--- src/rtl/bcd_pkg.sv ---
// bcd_pkg
//   Shared BCD definitions for the N-digit BCD counter and its digit step.
//   DIGIT_W         : bits per BCD digit
//   BCD_ZERO/NINE   : digit terminal values
//   MAX_DIGITS      : widest counter supported by the helper functions
//   is_all_nines()  : 1 when the low 'digits' digits of value are all 9
//   is_all_zeros()  : 1 when the low 'digits' digits of value are all 0
package bcd_pkg;
  localparam int DIGIT_W = 4;
  localparam logic [3:0] BCD_ZERO = 4'd0;
  localparam logic [3:0] BCD_NINE = 4'd9;
  localparam int MAX_DIGITS = 8;

  function automatic logic is_all_nines(input logic [4*MAX_DIGITS-1:0] value,
                                        input int digits);
    logic r;
    r = 1'b1;
    for (int i = 0; i < MAX_DIGITS; i++)
      if (i < digits && value[4*i +: 4] != BCD_NINE) r = 1'b0;
    return r;
  endfunction

  function automatic logic is_all_zeros(input logic [4*MAX_DIGITS-1:0] value,
                                        input int digits);
    logic r;
    r = 1'b1;
    for (int i = 0; i < MAX_DIGITS; i++)
      if (i < digits && value[4*i +: 4] != BCD_ZERO) r = 1'b0;
    return r;
  endfunction
endpackage

--- src/rtl/bcd_digit_step.sv ---
// bcd_digit_step
//   Combinational single-digit BCD step, chained LSD to MSD.
//   digit      : current digit value (0..9)
//   up_dn      : 1 = increment, 0 = decrement
//   cin        : step request arriving from the lower digits
//   digit_next : digit after the step
//   cout       : step request passed on to the next digit (roll 9->0 / 0->9)
module bcd_digit_step
  import bcd_pkg::*;
(
  input  logic [DIGIT_W-1:0] digit,
  input  logic               up_dn,
  input  logic               cin,
  output logic [DIGIT_W-1:0] digit_next,
  output logic               cout
);

  always_comb begin
    digit_next = digit;
    cout       = 1'b0;
    if (cin) begin
      if (up_dn) begin
        if (digit >= BCD_NINE) begin
          digit_next = BCD_ZERO;
          cout       = 1'b1;
        end else begin
          digit_next = digit + 4'd1;
        end
      end else begin
        if (digit == BCD_ZERO) begin
          digit_next = BCD_NINE;
          cout       = 1'b1;
        end else begin
          digit_next = digit - 4'd1;
        end
      end
    end
  end

endmodule

--- src/rtl/bcd_counter_ndigit.sv ---
// bcd_counter_ndigit
//   Registered N-digit BCD up/down counter with load, clear, wrap/saturate
//   mode and one-cycle carry / borrow / load_err pulses.
//   clk, reset      : rising-edge clock, synchronous active-high reset
//   en, up_dn       : count strobe and direction (1 = up)
//   clear, load     : synchronous clear / load (priority reset>clear>load>en)
//   load_value      : packed BCD preset, LSD in [3:0]; digits > 9 load as 9
//   bcd_out         : registered packed BCD value
//   carry, borrow   : step attempted from all-nines up / all-zeros down
//   load_err        : previous cycle's load had a digit forced to 9
module bcd_counter_ndigit
  import bcd_pkg::*;
#(
  parameter int DIGITS = 3,
  parameter int WRAP   = 1
) (
  input  logic                  clk,
  input  logic                  reset,
  input  logic                  en,
  input  logic                  up_dn,
  input  logic                  clear,
  input  logic                  load,
  input  logic [4*DIGITS-1:0]   load_value,
  output logic [4*DIGITS-1:0]   bcd_out,
  output logic                  carry,
  output logic                  borrow,
  output logic                  load_err
);

  function automatic logic [3:0] sat_digit(input logic [3:0] d);
    return (d > BCD_NINE) ? BCD_NINE : d;
  endfunction

  logic [4*DIGITS-1:0] count_p1;
  logic [4*DIGITS-1:0] step_p0;
  logic [DIGITS:0]     chain_p0;
  logic [4*DIGITS-1:0] load_sat_p0;
  logic                load_bad_p0;

  // Stage p0: combinational next-value candidates
  assign chain_p0[0] = 1'b1;

  for (genvar g = 0; g < DIGITS; g++) begin : g_digit
    bcd_digit_step u_step (
      .digit      (count_p1[4*g +: 4]),
      .up_dn      (up_dn),
      .cin        (chain_p0[g]),
      .digit_next (step_p0[4*g +: 4]),
      .cout       (chain_p0[g+1])
    );
  end

  always_comb begin
    load_sat_p0 = '0;
    load_bad_p0 = 1'b0;
    for (int i = 0; i < DIGITS; i++) begin
      load_sat_p0[4*i +: 4] = sat_digit(load_value[4*i +: 4]);
      if (load_value[4*i +: 4] > BCD_NINE) load_bad_p0 = 1'b1;
    end
  end

  // Stage p1: registered value and pulses
  // chain_p0[DIGITS] is set only when every digit rolled, i.e. the counter
  // sat at its terminal value for the current direction.
  always_ff @(posedge clk) begin
    if (reset) begin
      count_p1 <= '0;
      carry    <= 1'b0;
      borrow   <= 1'b0;
      load_err <= 1'b0;
    end else begin
      carry    <= 1'b0;
      borrow   <= 1'b0;
      load_err <= 1'b0;
      if (clear) begin
        count_p1 <= '0;
      end else if (load) begin
        count_p1 <= load_sat_p0;
        load_err <= load_bad_p0;
      end else if (en) begin
        if (!chain_p0[DIGITS] || (WRAP != 0)) count_p1 <= step_p0;
        carry  <= up_dn & chain_p0[DIGITS];
        borrow <= ~up_dn & chain_p0[DIGITS];
      end
    end
  end

  assign bcd_out = count_p1;

endmodule
--- config.mk ---
export PLATFORM = sky130hd
export DESIGN_NAME = bcd_counter_ndigit
export DESIGN_NICKNAME = d
export VERILOG_FILES = /design/src/rtl/bcd_pkg.sv /design/src/rtl/bcd_digit_step.sv /design/src/rtl/bcd_counter_ndigit.sv
export SDC_FILE = /design/constraint.sdc
export NUM_CORES = 1
export LEC_CHECK = 0
export BUFFER_PORTS_ARGS = -buffer_cell sky130_fd_sc_hd__buf_2
export CAP_MARGIN = 20
export CORE_MARGIN = 2
export CORE_UTILIZATION = 40
export DETAILED_ROUTE_END_ITERATION = 6
export MAX_ROUTING_LAYER = met4
export PLACE_DENSITY = 0.68
export SLEW_MARGIN = 15
export SYNTH_ARGS = -nofsm -noshare
export SYNTH_HDL_FRONTEND = slang
export SYNTH_SLANG_ARGS = --single-unit
--- constraint.sdc ---
create_clock -name clk -period 2.4 [get_ports clk]
set_input_delay 0.48 -clock clk [delete_from_list [all_inputs] [get_ports clk]]
set_output_delay 0.48 -clock clk [all_outputs]
set_load 0.05 [all_outputs]
Word-level counts from Yosys, hierarchy flattened --
Index checks and enable logic that the tools add are counted.
Operators by class: $add $sub $neg 6, bitwise gates (word level) 5, $lt $le $gt $ge 6, muxes and demuxes 30, reduce and logical (&&, ||, !) cells 11
Operators with widths (count):
- 2-to-1 mux 4 bit | 14
- 2-to-1 mux 12 bit | 2
- 2-to-1 mux 1 bit | 14
- adder 4 x 1 -> 4 bit, second input constant | 3
- >= comparator 4 bit, second input constant | 3
- > comparator 4 bit, second input constant | 3
- zero test 4 bit | 3
- subtractor 4 x 1 -> 4 bit, second input constant | 3
- nonzero test 2 bit | 3
- AND reduction 2 bit | 2
- OR reduction 4 bit | 1
- inverter 1 bit | 3
- OR reduction 3 bit | 1
- AND 1 bit | 2
- OR reduction 2 bit | 1
Storage, ports and cells: input port bits 18, output and inout bits 15, word-level logic and storage cells 64, bits in registers 15

Logic depth before layout (Yosys ltp) --
Gate-level depths: netlist (run 1).
depth after elaboration 7, depth in mapped cells 8, mapped depth without buffers 7

Hierarchy --
From an unflattened synthesis (run 1), not the netlist that was laid out.
Unflattened totals: cell total of the unflattened synthesis 188, area total of the unflattened synthesis 1585.3 µm²
By module, submodules not included:
- bcd_digit_step | area each 290.3 µm², times used 3, seq. area each 0.0 µm², cells an instance 38
- bcd_counter_ndigit | area each 714.4 µm², times used 1, seq. area each 300.3 µm², cells an instance 74

Worst setup path before layout (run 1) --
Ideal clock, no wire load.
path kind register -> register, start point register count_p1[1] (netlist: bcd_out[1]), end point register count_p1[10] (netlist: bcd_out[10]), buffers on the path 1, library setup time 120 ps, stages on the path, launching flop included 9, setup slack 92 ps, clock period less this slack 2308 ps, arrival 2188 ps, required time 2280 ps, path through dfxtp_1 inv_1 ha_1 or3b_4 a22oi_4 or2_1 buf_6 nor4_1 a211o_1
Between the ends: longest elaborated chain between the ends 6, elaborated cells on any way between the ends 8, classes of those cells 1 x order compare; 4 x mux; 3 x reduce/logical
RTL lines:
- from (decl) | RTL line bcd_counter_ndigit.sv:34 | logic [4*DIGITS-1:0] count_p1;
- from (signal assigned) | RTL line bcd_counter_ndigit.sv:78 | count_p1 <= load_sat_p0;
- from (signal assigned) | RTL line bcd_counter_ndigit.sv:81 | if (!chain_p0[DIGITS] || (WRAP != 0)) count_p1 <= step_p0;
- >= comparator 4 bit / zero test 4 bit (equally long branches) | RTL line bcd_digit_step.sv:23, bcd_digit_step.sv:30
- 2-to-1 mux 1 bit (on tied branches) | RTL line bcd_digit_step.sv:23, bcd_digit_step.sv:30
- 2-to-1 mux 1 bit (*) | RTL line bcd_digit_step.sv:22 | if (up_dn) begin
- 2-to-1 mux 1 bit (*) | RTL line bcd_digit_step.sv:21 | if (cin) begin
- nonzero test 2 bit (no source line) (*)
- AND reduction 2 bit (no source line) (*)
Every way passes the cells marked *; elsewhere a longest branch is shown, timed or not. A chain may end at the register's enable or synchronous reset.

Worst setup path in the final report (run 1) --
start point register count_p1[0] (netlist: bcd_out[0]), end point register count_p1[10] (netlist: bcd_out[10])
The elaborated chain is that of the path after synthesis.

==> flow_metrics.tcl, run 1 <==
set metrics [dict create \
    rsz0062_at_grt "no" \
    syn2layout_area_growth_pct 15.35 \
    avgSynthCellArea_um2 7.514 \
    h-tree-depth 1 \
    portBuffers 32 \
    layout_min_cycle_time_ns 2.128 \
    holdWs_ns 0.4115 \
    top_usage_layer "met2" \
    power_leakage_nw 0.7030 \
    fmax_ghz 0.4700 \
    arrival_ns 2.31 \
    grt_usage_pct 18.10 \
    overflow 0 \
    cap_violations 0 \
    max-slew-margin-rel_pct 62.77 \
    synthCells 179 \
    synth_edf_count 0 \
    drt_iter0_drc 68 \
    syn_area_um2 1345 \
    diodes 0 \
    cts.sinks 15 \
    crit_fanout 10 \
    wl_mm 3.213 \
    required_ns 2.58 \
    crit_family "simple AND/OR/NAND/NOR gates" \
    start_util_pct 40.95 \
    post_cts_resized 0 \
    cp-start-kind "flop" \
    ys.flop_type "dfxtp_1" \
    grt_use_met2_pct 26.49 \
    clk_pin_slew_ns 0.09 \
    syn_nets 207 \
    skew_ns 0.01117 \
    period_share_pct 88.65 \
    fp.dieW_um 61.99 \
    drive_gt1_share_pct 19.42 \
    coreArea_um2 3284 \
    wl_per_cell_um 12.75 \
    rows 21 \
    cts_buffer_depth 2 \
    final_net_count 235 \
    die_area_um2 3842 \
    outcome "finished clean" \
    cts_root_buf "clkbuf_4" \
    synth-seq-area-share_pct 22.33 \
    synthArstFlopShare_pct 0 \
    ant_nets 0 \
    worstSkewPairLatency_ns 0.28 \
    ir_worst_vdd_mv 0.2827 \
    grt_pass1_wl_mm 5.085 \
    setup_tns_ns 0 \
    grt_max_degree 19 \
    endpoint_kind "flop" \
    use_met1_pct 25.76 \
    viasPerCell 5.397 \
    dr.pass1.iters 4 \
    ys_seq_elements 15 \
    vias 1360 \
    ios 33 \
    slowest_delay_ns 0.44 \
    hold_path.class "primary input to flop" \
    post_cts.repair.setup_buffers 0 \
    yosysWarnings 0 \
    cts_buffers 3 \
    hold_buffers 0 \
    cts_tree "built" \
    cp.depth 7 \
    drc 0 \
    hold_viol 0 \
    power.density_nw_per_um2 389.8 \
    antenna_found_initial 0 \
    crit_path_top_delay_cell "or3b_4" \
    path_buf_inv 1 \
    synthDistinctLibCells 48 \
    fp.dieH_um 61.99 \
    critPathKind "flop to flop" \
    finalSetupViolCount 0 \
    grt_pass1_vias 1160 \
    finalMaxSlewViolations 0 \
    r2r_cells 7 \
    finalWeightedCongestion 0.8207 \
    worst_pin_slew_ns 0.5543 \
    use_met3_pct 3.727 \
    whs_path_depth 2 \
    dp_hpwl_mm 2.420 \
    path_cells "inv_1 > ha_1 > or3b_4 > a22oi_4 > or2_1 > nor4_1 > a211o_1" \
]
==> logic make-up (layout without fill, tap and decap cells) <==
logic type      after synthesis  after routing  synth area share [%]
compound gates               68             68                 34.42
simple gates                 59             59                 25.58
buf+inv                      27             54                 8.372
flops                        15             15                 22.33
fa+ha+maj                    10             10                 9.302
==> layout by cell type (no fill, tap or decap), types with 2 or more instances in the layout <==
| master | netlist | final |
|---|---|---|
| nor3_1 | 2 | 2 |
| nand2b_1 | 2 | 2 |
| and3_1 | 3 | 3 |
| a31oi_1 | 7 | 7 |
| o22ai_1 | 3 | 3 |
| nor2b_1 | 2 | 2 |
| nor4b_1 | 4 | 4 |
| nand3_1 | 3 | 3 |
| buf_4 | 0 | 2 |
| a32oi_1 | 3 | 3 |
| inv_1 | 16 | 16 |
| dfxtp_1 | 15 | 15 |
| a22o_1 | 2 | 2 |
| a21oi_1 | 11 | 11 |
| buf_2 | 3 | 32 |
| o21ai_0 | 17 | 17 |
| o31ai_1 | 3 | 3 |
| a211oi_1 | 5 | 5 |
| nand2_1 | 10 | 10 |
| or3_1 | 3 | 3 |
| nand3b_1 | 3 | 3 |
| clkbuf_4 | 0 | 3 |
| nand4_1 | 2 | 2 |
| ha_1 | 10 | 10 |
| a311oi_1 | 2 | 2 |
| nor2_1 | 16 | 16 |
| o21a_1 | 2 | 2 |
| o21bai_1 | 2 | 2 |
==> worst register-to-register path, delay by kind of cell (launching register included) <==
kind	cells	cell delay [ns]
and+or+nand+nor	3	0.78
AOI/OAI and AO/OA	2	0.52
DFF	1	0.39
adders and majority gates	1	0.26
buffers and inverters	1	0.09
==> area by class of cell <==
type / count / area, um^2
tap: 46 / 57.56
clock buffer: 4 / 26.28
fill: 356 / 1733
inverter: 16 / 60.06
multi-input combinational: 137 / 932.1
sequential: 15 / 300.3
timing repair buffer: 34 / 175.2
==> state kept, by name, summed over array words and instances (netlist names) <==
signal    count
borrow        1
bcd_out      12
load_err      1
carry         1
==> stage by stage <==
step           instances  utilization [%]  worst slack [ns]  instance area (um^2)  total power [mW]
5_1_grt              252            47.24           0.08630                  1551            0.6451
3_3_place_gp         248            46.44            0.3190                  1525            0.4702
3_5_place_dp         248            46.44            0.2773                  1525            0.4705
4_1_cts              252            47.24            0.2715                  1551            0.6100
2_1_floorplan        179                -           0.09219                  1345            0.4211
6_report             252            47.24            0.2723                  1551            0.6047
==> Yosys cell counts (2+ instances only) <==
cell      instances  area (um^2)
a311oi_1          2        17.52
a211oi_1          5        37.54
nand2_1          10        37.54
clkbuf_1          7        26.28
nand2b_1          2        12.51
o21ai_0          17        85.08
o21bai_1          2        15.01
and3_1            3        18.77
inv_1            16        60.06
a22o_1            2        17.52
nand4_1           2        12.51
nand3_1           3        15.01
o22ai_1           3        18.77
buf_2             3        15.01
or3_1             3        18.77
o31ai_1           3        22.52
nor2b_1           2        12.51
nor4b_1           4        35.03
nor2_1           16        60.06
nand3b_1          3        22.52
dfxtp_1          15        300.3
o21a_1            2        15.01
nor3_1            2        10.01
a32oi_1           3        26.28
ha_1             10        125.1
a31oi_1           7        43.79
a21oi_1          11        55.05
==> report_power, final <==
part	leakage (nW)	switching [mW]	internal (mW)
Clock	0.0150	0.0746	0.0644
Combinational	0.566	0.117	0.0741
Sequential	0.122	0.0178	0.257
Total	0.703	0.209	0.396
==> final timing paths <==
kind                           start                  endpoint  slack [ns]
max          bcd_out[0]$_SDFFE_PP0P_  bcd_out[10]$_SDFFE_PP0P_        0.27
min                   load_value[10]  bcd_out[10]$_SDFFE_PP0P_        0.41
max reg2reg  bcd_out[0]$_SDFFE_PP0P_  bcd_out[10]$_SDFFE_PP0P_        0.27
min reg2reg  bcd_out[8]$_SDFFE_PP0P_   bcd_out[8]$_SDFFE_PP0P_        0.68
==> routing by layer <==
metal / routed length, um / share of wire, %
met1: 1684 / 52
met2: 1380 / 43
met3: 132 / 4.1
met4: 15 / 0.47
met5: 0 / 0
No activity file was read; power rests on OpenSTA's default activity.
==> run 2: changes to the inputs <==
Settings changed: CTS_BUF_LIST set to sky130_fd_sc_hd__clkbuf_4 sky130_fd_sc_hd__clkbuf_8, RECOVER_POWER set to 25.
==> run 2 against run 1 <==
Against the previous run:
- via count rose by 0.44%
- power rose by 1.6%
- clock power rose by 8%
- critical endpoint unchanged
- global-route usage did not move
- flip-flop and latch count did not move
- first-iteration DRC count fell by 1.5%
- die area did not move
- critical path depth did not move
- non-clock buffer count did not move
- cell count did not move
==> flow_metrics.tcl, run 2 (same netlist as run 1, synthesis figures left out) <==
set metrics [dict create \
    portBuffers 32 \
    overflow 0 \
    dpl.cell_count 248 \
    power.density_nw_per_um2 397.3 \
    hold_viol 0 \
    cp-start-kind "flop" \
    cp.depth 7 \
    post_cts.repair.setup_buffers 0 \
    fp.dieW_um 61.99 \
    hold_end "bcd_out[10]$_SDFFE_PP0P_" \
    endpoint_kind "flop" \
    finalMaxSlewViolations 0 \
    critPathKind "flop to flop" \
    fp.dieH_um 61.99 \
    r2r-end "bcd_out[10]$_SDFFE_PP0P_" \
    dp_hpwl_mm 2.420 \
    whs_path_depth 2 \
    cts.sinks 15 \
    final_cells 252 \
    layout_min_cycle_time_ns 2.130 \
    rrSetupSlack_ns 0.27 \
    ant_nets 0 \
    clk_pin_slew_ns 0.09 \
    diodes 0 \
    worstSkewPairLatency_ns 0.28 \
    path_buf_inv 1 \
    r2r_cells 7 \
    cts_buffers 3 \
    rows 21 \
    hold_buffers 0 \
    arrival_ns 2.31 \
    ir_worst_vdd_mv 0.2825 \
    power_leakage_nw 0.6782 \
    coreArea_um2 3284 \
    start_util_pct 40.95 \
    postLayoutCoreUtil_pct 47.09 \
    finalWeightedCongestion 0.8207 \
    grt_pass1_vias 1160 \
    max-slew-margin-rel_pct 60.32 \
    multi_input_area_um2 932.1 \
    fmax_ghz 0.4695 \
    cts_root_buf "clkbuf_4" \
    timing.rr.start "bcd_out[0]$_SDFFE_PP0P_" \
    outcome "finished clean" \
    syn2layout_area_growth_pct 14.98 \
    worst_pin_slew_ns 0.5978 \
    die_area_um2 3842 \
    wl_mm 3.199 \
    drive_gt1_share_pct 16.50 \
    wl_per_cell_um 12.69 \
    final_common_cell "buf_2" \
    cts_buffer_depth 2 \
    setup_tns_ns 0 \
    grt_max_degree 19 \
    h-tree-depth 1 \
    drt_iter0_drc 67 \
    cap_violations 0 \
    hold_path.class "primary input to flop" \
    ios 33 \
    crit_fanout 10 \
    cts_tree "built" \
    crit_path_top_delay_cell "or3b_4" \
    antenna_found_initial 0 \
    final-seq-area_um2 300.3 \
    drc 0 \
    rsz0062_at_grt "no" \
    dr.pass1.iters 4 \
    viasPerCell 5.421 \
    largest_reg_flops 12 \
    fillerInstances 358 \
    slowest_delay_ns 0.44 \
    hp-start "load_value[10]" \
    path_cells "inv_1 > ha_1 > or3b_4 > a22oi_4 > or2_1 > nor4_1 > a211o_1" \
    final_net_count 235 \
    required_ns 2.58 \
    vias 1366 \
    post_cts_resized 0 \
    grt_pass1_wl_mm 5.085 \
    final_cell_mix "buf_2, o21ai_0, inv_1, nor2_1, dfxtp_1" \
    skew_ns 0.008766 \
    grt_usage_pct 18.10 \
    crit_family "simple AND/OR/NAND/NOR gates" \
    period_share_pct 88.75 \
    finalSetupViolCount 0 \
]
-- run 2: cell count changes in the layout (fill, tap and decap cells not counted) --
cell and change:
clkbuf_1 +6, clkbuf_4 +1, buf_2 -7
-- run 2: worst max-delay path by stage --
stage                                 start                       end  slack (ns)
floorplan           bcd_out[1]$_SDFFE_PP0P_  bcd_out[10]$_SDFFE_PP0P_        0.09
global placement    bcd_out[0]$_SDFFE_PP0P_  bcd_out[10]$_SDFFE_PP0P_        0.32
detailed placement  bcd_out[0]$_SDFFE_PP0P_  bcd_out[10]$_SDFFE_PP0P_        0.28
CTS                 bcd_out[0]$_SDFFE_PP0P_  bcd_out[10]$_SDFFE_PP0P_        0.27
global route        bcd_out[0]$_SDFFE_PP0P_   bcd_out[8]$_SDFFE_PP0P_        0.09
finish              bcd_out[0]$_SDFFE_PP0P_  bcd_out[10]$_SDFFE_PP0P_        0.27
-- run 2: stage by stage --
step | setup WS [ns] | area [um^2] | hold slack, ns | power [mW]
global route | 0.08624 | 1546 | 0.4086 | 0.6556
CTS | 0.2717 | 1555 | 0.4088 | 0.6197
detailed placement | 0.2773 | 1525 | 0.6639 | 0.4705
finish | 0.2699 | 1546 | 0.4151 | 0.6144
floorplan | 0.09219 | 1345 | 0.5974 | 0.4211
global placement | 0.3190 | 1525 | 0.6546 | 0.4702
-- run 2: power breakdown --
part           internal (mW)  switching, mW  leakage (nW)  total (mW)
registers              0.257         0.0178         0.122       0.275
clock network         0.0757         0.0741        0.0184       0.150
logic                 0.0731          0.117         0.538       0.190
total                  0.406          0.208         0.678       0.614
-- run 2: routing by layer --
metal  global-route usage [%]  vias up  routed length [um]
met5                        -        -                   0
met3                    3.727        2                 151
met2                    26.49       35                1383
met4                    3.647        0                  15
li1                         -      720                   -
met1                    25.76      609                1648
-- run 2: cell type report --
type                       count  area share (%)
multi-input combinational    137           60.28
timing repair buffer          34           10.76
inverter                      16           3.884
sequential                    15           19.42
clock buffer                   4           1.942
tap                           46           3.722
